--- src/rtl/parity_arbiter.sv ---
// -----------------------------------------------------------------------------
// parity_arbiter
//
// Shares one serial parity engine among NREQ requesters. A round-robin
// arbiter picks one requester, its AW-bit address word is latched, and the
// word is folded BW bits per cycle into a single parity bit. The result is
// returned with a one-cycle ack pulse to the granted requester.
//
// Ports
//   clock       in   1         rising-edge clock
//   reset       in   1         asynchronous, active-high reset
//   req         in   NREQ      per-requester request (bit i = requester i)
//   addr_bus    in   NREQ*AW   flattened words, requester i at [i*AW +: AW]
//   odd_sel     in   1         0 = even parity, 1 = odd parity; sampled at grant
//   ack         out  NREQ      one-hot, one-cycle completion pulse
//   parity_out  out  1         result; valid while ack is nonzero, held otherwise
//   gnt_id      out  IDW       index of the current or last granted requester
//   busy        out  1         high while a word is in progress (CALC or DONE)
//
// State table
//   state  | meaning
//   -------+------------------------------------------------------------
//   S_IDLE | waiting for a request; arbitrate and latch word on any req
//   S_CALC | fold BW bits per edge; last chunk writes result and ack
//   S_DONE | ack visible for this cycle; advance round-robin pointer
// -----------------------------------------------------------------------------
module parity_arbiter #(
    parameter int NREQ = 4,
    parameter int IDW  = 2,
    parameter int AW   = 32,
    parameter int BW   = 8
) (
    input  logic                 clock,
    input  logic                 reset,
    input  logic [NREQ-1:0]      req,
    input  logic [NREQ*AW-1:0]   addr_bus,
    input  logic                 odd_sel,
    output logic [NREQ-1:0]      ack,
    output logic                 parity_out,
    output logic [IDW-1:0]       gnt_id,
    output logic                 busy
);

    localparam int NCHUNK = AW / BW;
    localparam int CW     = $clog2(NCHUNK + 1);

    typedef enum logic [1:0] {
        S_IDLE = 2'd0,
        S_CALC = 2'd1,
        S_DONE = 2'd2
    } state_t;

    state_t            state_q, state_d;
    logic [IDW-1:0]    rr_ptr_q, rr_ptr_d;
    logic [IDW-1:0]    gnt_id_q, gnt_id_d;
    logic [AW-1:0]     shift_q, shift_d;
    logic              acc_q, acc_d;
    logic [CW-1:0]     cnt_q, cnt_d;
    logic              odd_q, odd_d;
    logic [NREQ-1:0]   ack_q, ack_d;
    logic              parity_q, parity_d;
    logic              busy_q, busy_d;

    logic              win_found;
    logic [IDW-1:0]    win_id;
    logic [AW-1:0]     win_word;
    logic              chunk_par;

    // Round-robin search: first requester with req high, starting at rr_ptr
    // and wrapping modulo NREQ.
    always_comb begin
        win_found = 1'b0;
        win_id    = '0;
        for (int k = 0; k < NREQ; k++) begin
            int idx;
            idx = int'(rr_ptr_q) + k;
            if (idx >= NREQ) begin
                idx = idx - NREQ;
            end
            if (!win_found && req[idx]) begin
                win_found = 1'b1;
                win_id    = IDW'(idx);
            end
        end
    end

    assign win_word  = addr_bus[win_id*AW +: AW];
    assign chunk_par = ^shift_q[BW-1:0];

    always_comb begin
        state_d  = state_q;
        rr_ptr_d = rr_ptr_q;
        gnt_id_d = gnt_id_q;
        shift_d  = shift_q;
        acc_d    = acc_q;
        cnt_d    = cnt_q;
        odd_d    = odd_q;
        ack_d    = '0;
        parity_d = parity_q;
        busy_d   = busy_q;

        unique case (state_q)
            S_IDLE: begin
                if (win_found) begin
                    gnt_id_d = win_id;
                    shift_d  = win_word;
                    odd_d    = odd_sel;
                    acc_d    = 1'b0;
                    cnt_d    = '0;
                    busy_d   = 1'b1;
                    state_d  = S_CALC;
                end
            end
            S_CALC: begin
                acc_d   = acc_q ^ chunk_par;
                shift_d = shift_q >> BW;
                cnt_d   = cnt_q + CW'(1);
                // The last chunk is folded straight into the result so the
                // ack appears the cycle after the final CALC edge.
                if (cnt_q == CW'(NCHUNK - 1)) begin
                    parity_d        = acc_q ^ chunk_par ^ odd_q;
                    ack_d[gnt_id_q] = 1'b1;
                    state_d         = S_DONE;
                end
            end
            S_DONE: begin
                busy_d   = 1'b0;
                rr_ptr_d = (gnt_id_q == IDW'(NREQ - 1)) ? '0 : gnt_id_q + IDW'(1);
                state_d  = S_IDLE;
            end
            default: begin
                state_d = S_IDLE;
            end
        endcase
    end

    always_ff @(posedge clock or posedge reset) begin
        if (reset) begin
            state_q  <= S_IDLE;
            rr_ptr_q <= '0;
            gnt_id_q <= '0;
            shift_q  <= '0;
            acc_q    <= 1'b0;
            cnt_q    <= '0;
            odd_q    <= 1'b0;
            ack_q    <= '0;
            parity_q <= 1'b0;
            busy_q   <= 1'b0;
        end else begin
            state_q  <= state_d;
            rr_ptr_q <= rr_ptr_d;
            gnt_id_q <= gnt_id_d;
            shift_q  <= shift_d;
            acc_q    <= acc_d;
            cnt_q    <= cnt_d;
            odd_q    <= odd_d;
            ack_q    <= ack_d;
            parity_q <= parity_d;
            busy_q   <= busy_d;
        end
    end

    assign ack        = ack_q;
    assign parity_out = parity_q;
    assign gnt_id     = gnt_id_q;
    assign busy       = busy_q;

endmodule
--- config.mk ---
export PLATFORM = sky130hd
export DESIGN_NAME = parity_arbiter
export DESIGN_NICKNAME = d
export VERILOG_FILES = /design/src/rtl/parity_arbiter.sv
export SDC_FILE = /design/constraint.sdc
export NUM_CORES = 1
export LEC_CHECK = 0
export ABC_AREA = 1
export CORE_ASPECT_RATIO = 0.9
export CORE_MARGIN = 2
export CORE_UTILIZATION = 46
export CTS_BUF_LIST = sky130_fd_sc_hd__clkbuf_2
export CTS_CLUSTER_SIZE = 14
export DETAILED_ROUTE_END_ITERATION = 10
export HOLD_SLACK_MARGIN = 0.1
export PLACE_DENSITY = 0.81
export SLEW_MARGIN = 0
export SYNTH_ARGS = -nofsm -noshare
export SYNTH_HDL_FRONTEND = slang
export SYNTH_SLANG_ARGS = --single-unit
--- constraint.sdc ---
create_clock -name clock -period 2.3 [get_ports clock]
set_input_delay 0.23 -clock clock [delete_from_list [all_inputs] [get_ports clock]]
set_output_delay 0.23 -clock clock [all_outputs]
set_load 0.005 [all_outputs]
# Word-level counts from Yosys, hierarchy flattened
# Index checks and enable logic that the tools add are counted.
dict set report op_classes {
  shifts 1
  n_reduce_logical 16
  bitwise 2
  muxes 40
  eq_ne 6
  magnitude_cmp 10
  addsub 9
}
# op count
set op_table {}
lappend op_table {{two-way mux 32 bit} 5}
lappend op_table {{< comparator 32 x 4 -> 1 bit, second input constant} 4}
lappend op_table {{variable part select 128 x 8 -> 32 bit} 1}
lappend op_table {{case mux 32 bit (2 select lines)} 1}
lappend op_table {{two-way mux 1 bit} 15}
lappend op_table {{two-way mux 2 bit} 7}
lappend op_table {{subtractor 3 x 3 -> 4 bit, second input constant} 3}
lappend op_table {{AND reduction 2 bit} 5}
lappend op_table {{greater-or-equal comparator 3 bit, second input constant} 3}
lappend op_table {{binary-select mux 1 bit (select 2 bit)} 4}
lappend op_table {{two-way mux 4 bit} 2}
lappend op_table {{parity 8 bit} 1}
lappend op_table {{adder 2 x 2 -> 3 bit, second input constant} 2}
lappend op_table {{case mux 3 bit (2 select lines)} 1}
lappend op_table {{== test 2 bit, second input constant} 2}
lappend op_table {{logical AND 1 bit} 4}
lappend op_table {{!= test 2 bit, second input constant} 2}
lappend op_table {{case mux 1 bit (2 select lines)} 2}
lappend op_table {{case mux 2 bit (2 select lines)} 1}
lappend op_table {{nonzero test 2 bit} 2}
lappend op_table {{subtractor 2 x 3 -> 4 bit, second input constant} 1}
lappend op_table {{adder 2 x 1 -> 3 bit, second input constant} 1}
lappend op_table {{adder 3 x 1 -> 3 bit, second input constant} 1}
lappend op_table {{== test 3 x 2 -> 1 bit, second input constant} 1}
lappend op_table {{10 further kinds} 13}
dict set report word_totals {
  out_inout_bits 8
  in_bits 135
  regBits 49
  wordCells 94
}

# Logic depth before layout (Yosys ltp)
# Gate-level depths: netlist of run 1.
dict set report logic_depth {
  ltp_word 18
  mapped_depth 16
  depth_no_buf 14
}

# Worst setup path before layout of run 1
# No wires, ideal clock.
dict set report synth_path {
  kind {flip-flop to flip-flop}
  start {reg rr_ptr_q[0]}
  end {reg shift_q[0]}
  required_time_ps 2183
  arrival_time_ps 1679
  path_buffers 2
  setup_slack_ps 504
  stages_incl_launch_ff 15
  setup_time_ps 117
  synth_period_minus_slack_ps 1796
  path_cell_list {dfrtp_1 > buf_4 > inv_4 > nand2_1 > nand3_1 > nand2_2 > nor2_4 > nand3_1 > nand3_1 > nand2_2 > inv_2 > buf_4 > nand3_1 > nand3_1 > nand2_1}
}
dict set report synth_between {
  elab_chain_len 18
  word_cells_on_any_way 46
  classes_between {add/sub (7); order compare (4); eq/ne (1); shift (1); mux (26); reduce/logical (7)}
}
# item line
set synth_lines {}
lappend synth_lines {{start, declared} 54} ;# logic [IDW-1:0] rr_ptr_q, rr_ptr_d;
lappend synth_lines {{start signal, assigned} 151} ;# rr_ptr_q <= rr_ptr_d;
lappend synth_lines {{branches (longest 18 deep; another with subtractor 3 x 3 -> 4 bit)} --}
lappend synth_lines {{end signal, assigned} 153} ;# shift_q <= shift_d;
lappend synth_lines {{end, declared} 56} ;# logic [AW-1:0] shift_q, shift_d;
# Several ways; the timed one is not identified. The select of a mux whose other input is x is not followed.
# A chain may end at the register's enable or synchronous reset.

# Final worst setup path of run 1
dict set report layout_path {
  start {reg rr_ptr_q[0]}
  end {reg shift_q[25]}
}
# The elaborated chain is that of the path after synthesis.

==> flow_summary.toml, run 1 <==
[timing]
tns_ps = 0
hold_violations = 0
setup_viol = 0
max_freq_mhz = 477
period_needed_ps = 2100
rsz0062_at_grt = "no"
clock_skew_ps = 42.9
maxSlewViolCount = 0
slew_headroom_pct = 62.9
fin_crit_sh_pct = 91.2
tightest_slew_ps = 556

[detailed_routing]
wl_met2_mm = 5.50
via_per_inst = 5.30
wirelength_mm = 11.3
wirelength_met1_mm = 4.89
ant_nets = 0
dr_wl_met3_um = 788
wl_per_cell_um = 13.9
firstDrtPassIters = 5
vias = 4296
drt-initial-drc-count = 244
highest_layer = "met4"
drc = 0

[critical_path]
ff2ff_path_depth = 12
end_kind = "register"
start_kind = "register"
cp_data_arrival_time_ps = 2520
cp_cell_sequence = "buf_4 > nand2_1 > nand3_1 > nand2_2 > nor2_4 > nand4_1 > nand2_2 > inv_2 > buf_12 > nor2_2 > nand2_1 > nand3_1"
worst-path-buf-inv = 3
crit_family = "simple AND/OR/NAND/NOR gates"
reg2reg_from = "rr_ptr_q[0]$_DFFE_PP0P_"
cp.depth = 12
worstPathMaxFanout = 26
cp_data_required_time_ps = 2720
r2r_end = "shift_q[25]$_DFFE_PP0P_"
critPathSlowestCell = "dfrtp_2"
path_class = "reg2reg"
r2r_slack_ps = 200
worst_path_largest_cell_delay_ps = 510

[floorplan]
dieArea_um2 = 8790
initial_core_util_pct = 46.6
die_h_um = 89.1
die_w_um = 98.6
rows = 31
io_pins = 143
coreArea_um2 = 7950

[placement]
gp_congestion = 0.898
dpl.cell_count = 798
hpwl_mm = 8.58
numPortBuffers = 142

[clock_network]
cts_tree = "built"
clk_transition_reported_paths_ps = 290
cts_buffers = 5
clock_latency_ps = 470
clk_path_buf_depth = 2
h-tree-depth = 2
clock-sinks = 49
root_buffer = "clkbuf_2"

[synthesis]
synth_cell_type_count = 28
syn_avg_cell_area_um2 = 6.41
netlist_area_um2 = 3700
ys.flop_type = "dfrtp_1"
synth_seq_area_share_pct = 33.1
synthArstFlopShare_pct = 100
synth_nets = 719
synth_seq_cells = 49
syn_inst = 578
synth_edf_count = 0
ys_warn_count = 0

[grt]
grt_max_degree = 51
antenna_found_initial = 0
grt_pass1_wl_mm = 18.0
grt_use_total_pct = 25.2
grt_overflow = 0
grt_pass1_vias = 3982

[pwr]
vdd_ir_drop_max_v = 0.00130
seq_power_share_pct = 18.5
sw_frac_of_total_pct = 53.5
combPwrFrac_pct = 76.4
switching_power_mw = 4.12
p_leak_nw = 2.58
p_per_area_nw_per_um2 = 1430
p_int_mw = 3.58
share_clk_of_total_power_pct = 5.0

[finish]
stdcell_count = 810
diodes = 0
syn2layout_area_growth_pct = 45.4
fin_nets = 851
drive_above_1_share_pct = 6.47
num-fill-cells = 677

[flow_run]
maxCapViolCount = 0

[outcome]
status = "complete, no violations"

[worst_hold_path]
min_path_type = "in2async"
kinds of logic (layout without fill, tap and decap cells):
family          after synthesis  count (layout)  synth area share [%]
fa+ha+maj                     6               6                  2.03
flops                        49              49                  33.1
simple gates                369             369                  45.5
buf+inv                     106             239                  12.2
xor+xnor                      6               6                  1.42
compound gates               42              42                  5.81
power groups by stage:
stage | Sequential (mW) | Combinational (mW) | Clock [mW]
floorplan | 1.38 | 4.12 | 0
global placement | 1.44 | 5.64 | 0
detailed placement | 1.45 | 5.78 | 0
CTS | 1.43 | 5.80 | 0.386
global route | 1.46 | 6.60 | 0.417
finish | 1.43 | 5.88 | 0.386
layout make-up:
cell class | instances | area [um2] | share of cell area [%]
Clock buffer | 5 | 25.0 | 0.465
Clock inverter | 3 | 25.0 | 0.465
Inverter | 70 | 268 | 4.97
Multi-Input combinational cell | 423 | 2030 | 37.7
Sequential cell | 49 | 1230 | 22.8
Tap cell | 99 | 124 | 2.30
Timing Repair Buffer | 161 | 1690 | 31.4
sequential cells by signal, summed over array words and instances, names as in the netlist:
signal / cells
ack: 4
gnt_id: 2
parity_out: 1
cnt_q: 3
busy: 1
shift_q: 32
odd_q: 1
state_q: 2
rr_ptr_q: 2
acc_q: 1
stage by stage:
stage	hold WS, ps	utilization [%]	total power, mW	instance area, um2	worst slack [ps]
after global placement	463	66.7	7.08	5300	206
final	86.3	67.7	7.69	5390	202
after global routing	126	67.7	8.48	5390	27.5
after detailed placement	471	66.7	7.23	5300	102
after floorplan	340	-	5.50	3700	504
after CTS	112	67.3	7.62	5350	125
cells in the mapped netlist (5+ instances only):
cell type  number  share of area (%)
buf_2          10                1.4
clkbuf_1       17                1.7
dfrtp_1        49                 33
ha_1            6                2.0
inv_1          63                6.4
inv_2           6               0.61
nand2_1       209                 21
nand3_1        89                 12
nand4_1        51                8.6
nor2_1          8               0.81
o21ai_0        32                4.3
o21ai_1         6               0.81
xnor2_1         5                1.2
timing repair:
item | 4_1_cts | 5_1_grt
hold endpoints to repair | 0 | 0
setup buffers | 0 | 4
endpoints found under the setup margin | 0 | 31
hold buffers | 0 | 0
resized for setup | 0 | 4
cells in the final DEF, fill, tap and decap left out, types with 6 or more instances in the layout:
cell,count
nor2_1,8
nand2_1,209
inv_1,62
buf_4,9
nand4_1,51
buf_12,10
dfrtp_1,48
clkdlybuf4s50_1,142
o21ai_1,6
inv_2,6
o21ai_0,32
nand3_1,89
ha_1,6
metal layers:
metal	global-route usage (%)	vias up
met5	0	-
met4	5.85	0
met3	4.14	13
met2	43.9	183
met1	33.6	1952
li1	-	2148
worst max-delay path by stage:
stage | slack, ps | start | to
after detailed placement | 100 | req[3] | shift_q[24]$_DFFE_PP0P_
after CTS | 120 | rr_ptr_q[0]$_DFFE_PP0P_ | shift_q[24]$_DFFE_PP0P_
after global placement | 210 | req[2] | shift_q[10]$_DFFE_PP0P_
after floorplan | 500 | rr_ptr_q[0]$_DFFE_PP0P_ | shift_q[0]$_DFFE_PP0P_
final | 200 | rr_ptr_q[0]$_DFFE_PP0P_ | shift_q[25]$_DFFE_PP0P_
after global routing | 30 | rr_ptr_q[0]$_DFFE_PP0P_ | shift_q[2]$_DFFE_PP0P_
Note: power is estimated with default switching activity, not from simulation.
==> run 2, diff against run 1 <==
Settings changed: RECOVER_POWER from default to 100.
==> run 2 against run 1 <==
Effect of this change:
- routed wire length about the same
- total power down 1.7%
- worst setup slack worse by 46 ps
- sequential power about the same
- core utilization down 0.46 points
==> flow_summary.toml, run 2 (synthesis results as in run 1) <==
[finish]
top_register = "shift_q"
fin_nets = 851
final_common_cell = "nand2_1"
syn2layout_area_growth_pct = 44.4
layout_common_cells = "209 x nand2_1, 133 x clkdlybuf4s50_1, 89 x nand3_1"
drive_above_1_share_pct = 6.19
final_area_um2 = 5350
diodes = 0
largest_reg_flops = 32

[critical_path]
ff2ff_path_depth = 12
worstPathMaxFanout = 42
path_class = "reg2reg"
r2r_end = "shift_q[13]$_DFFE_PP0P_"
reg2reg_from = "rr_ptr_q[0]$_DFFE_PP0P_"
start_kind = "register"
end_kind = "register"
cp_data_required_time_ps = 2690
r2r_slack_ps = 160
cp_data_arrival_time_ps = 2530

[flow_run]
maxCapViolCount = 0

[detailed_routing]
drt-initial-drc-count = 221
wirelength_mm = 11.3
wirelength_met1_mm = 4.86
wl_met2_mm = 5.50
via_per_inst = 5.31
wl_per_cell_um = 13.9
drc = 0
ant_nets = 0
dr_wl_met3_um = 793
vias = 4301
highest_layer = "met4"
firstDrtPassIters = 5

[timing]
max_freq_mhz = 466
clock_skew_ps = 48.2
setup_viol = 0
tns_ps = 0
tightest_slew_ps = 961
hold_ws_ps = 353
slew_headroom_pct = 35.9
maxSlewViolCount = 0
period_needed_ps = 2140
fin_crit_sh_pct = 93.2
rsz0062_at_grt = "no"
hold_violations = 0

[floorplan]
die_w_um = 98.6
rows = 31
die_h_um = 89.1
initial_core_util_pct = 46.6
coreArea_um2 = 7950
io_pins = 143
dieArea_um2 = 8790

[worst_hold_path]
min_path_cells = 3
min-delay-start = "odd_sel"
worstHoldEndpoint = "odd_q$_DFFE_PP0P_"
min_path_type = "in2reg"

[placement]
gp_congestion = 0.898
place_area_um2 = 5300
numPortBuffers = 142
hpwl_mm = 8.58

[clock_network]
clock_latency_ps = 470
cts-hold-fix-buffers = 0
cts_tree = "built"
cts_buffers = 5
clk_path_buf_depth = 2
clk_transition_reported_paths_ps = 300
clock-sinks = 49
h-tree-depth = 2
root_buffer = "clkbuf_2"

[pwr]
share_clk_of_total_power_pct = 5.1
seq_power_share_pct = 18.9
switching_power_mw = 4.10
sw_frac_of_total_pct = 54.2
p_int_mw = 3.47
p_per_area_nw_per_um2 = 1410
vdd_ir_drop_max_v = 0.00122
p_leak_nw = 2.58
combPwrFrac_pct = 76.0

[grt]
grt_pass1_vias = 3982
grt_max_degree = 51
grt_pass1_wl_mm = 18.0
grt_use_total_pct = 25.2
grt_overflow = 0
antenna_found_initial = 0

[outcome]
status = "complete, no violations"
## run 2: changes by cell type in the layout (fill, tap and decap cells not counted)
cell             change
buf_12               -3
buf_4                -1
buf_6                +2
clkbuf_1             +1
clkbuf_2             +1
clkdlybuf4s50_1      -9
dlygate4sd3_1        +9
inv_1                +1
inv_2                -1
## run 2: repair_timing
item	CTS	global route
gates resized for setup	0	4
setup buffers	0	4
setup endpoints to repair	0	31
## run 2: worst max-delay path by stage
stage / from / endpoint / depth (start not counted)
after CTS: rr_ptr_q[0]$_DFFE_PP0P_ / shift_q[24]$_DFFE_PP0P_ / 13
final: rr_ptr_q[0]$_DFFE_PP0P_ / shift_q[13]$_DFFE_PP0P_ / 12
after global routing: rr_ptr_q[0]$_DFFE_PP0P_ / shift_q[13]$_DFFE_PP0P_ / 12
after floorplan: rr_ptr_q[0]$_DFFE_PP0P_ / shift_q[0]$_DFFE_PP0P_ / 14
after detailed placement: req[3] / shift_q[24]$_DFFE_PP0P_ / 13
after global placement: req[2] / shift_q[10]$_DFFE_PP0P_ / 15
## run 2: layout make-up
class                           instances  area [um2]
Fill cell                             687        2600
Sequential cell                        49        1230
Inverter                               70         268
Clock buffer                            5        25.0
Clock inverter                          3        25.0
Multi-Input combinational cell        423        2030
Timing Repair Buffer                  161        1650
Tap cell                               99         124
## run 2: per-layer routing
layer  track usage [%]  vias to the layer above
met4              5.85                        0
met3              4.14                       15
li1                  -                     2146
met2              43.9                      187
met5                 0                        -
met1              33.6                     1953
## run 2: critical path, stage by stage, from the launching register on
cell and delay, ps:
dfrtp_2 510, buf_4 160, nand2_1 80, nand3_1 140
nand2_2 100, nor2_4 160, nand3_4 110, nand3_2 150
buf_6 270, nand2_1 110, nand3_1 80, nand3_1 90
nand2_1 80
## run 2: through the flow
stage          std cells  power, mW  util [%]  setup WS (ps)
2_1_floorplan        578       5.50         -            504
3_3_place_gp         798       7.08      66.7            206
3_5_place_dp         798       7.23      66.7            102
4_1_cts              806       7.62      67.3            125
5_1_grt              810       8.35      67.3           10.2
6_report             810       7.56      67.3            156
## run 2: power by group through the flow
stage / clock network (mW) / logic [mW] / registers, mW
final: 0.387 / 5.75 / 1.43
after global routing: 0.417 / 6.48 / 1.46
after CTS: 0.386 / 5.80 / 1.43
after detailed placement: 0 / 5.78 / 1.45
after global placement: 0 / 5.64 / 1.44
after floorplan: 0 / 4.12 / 1.38
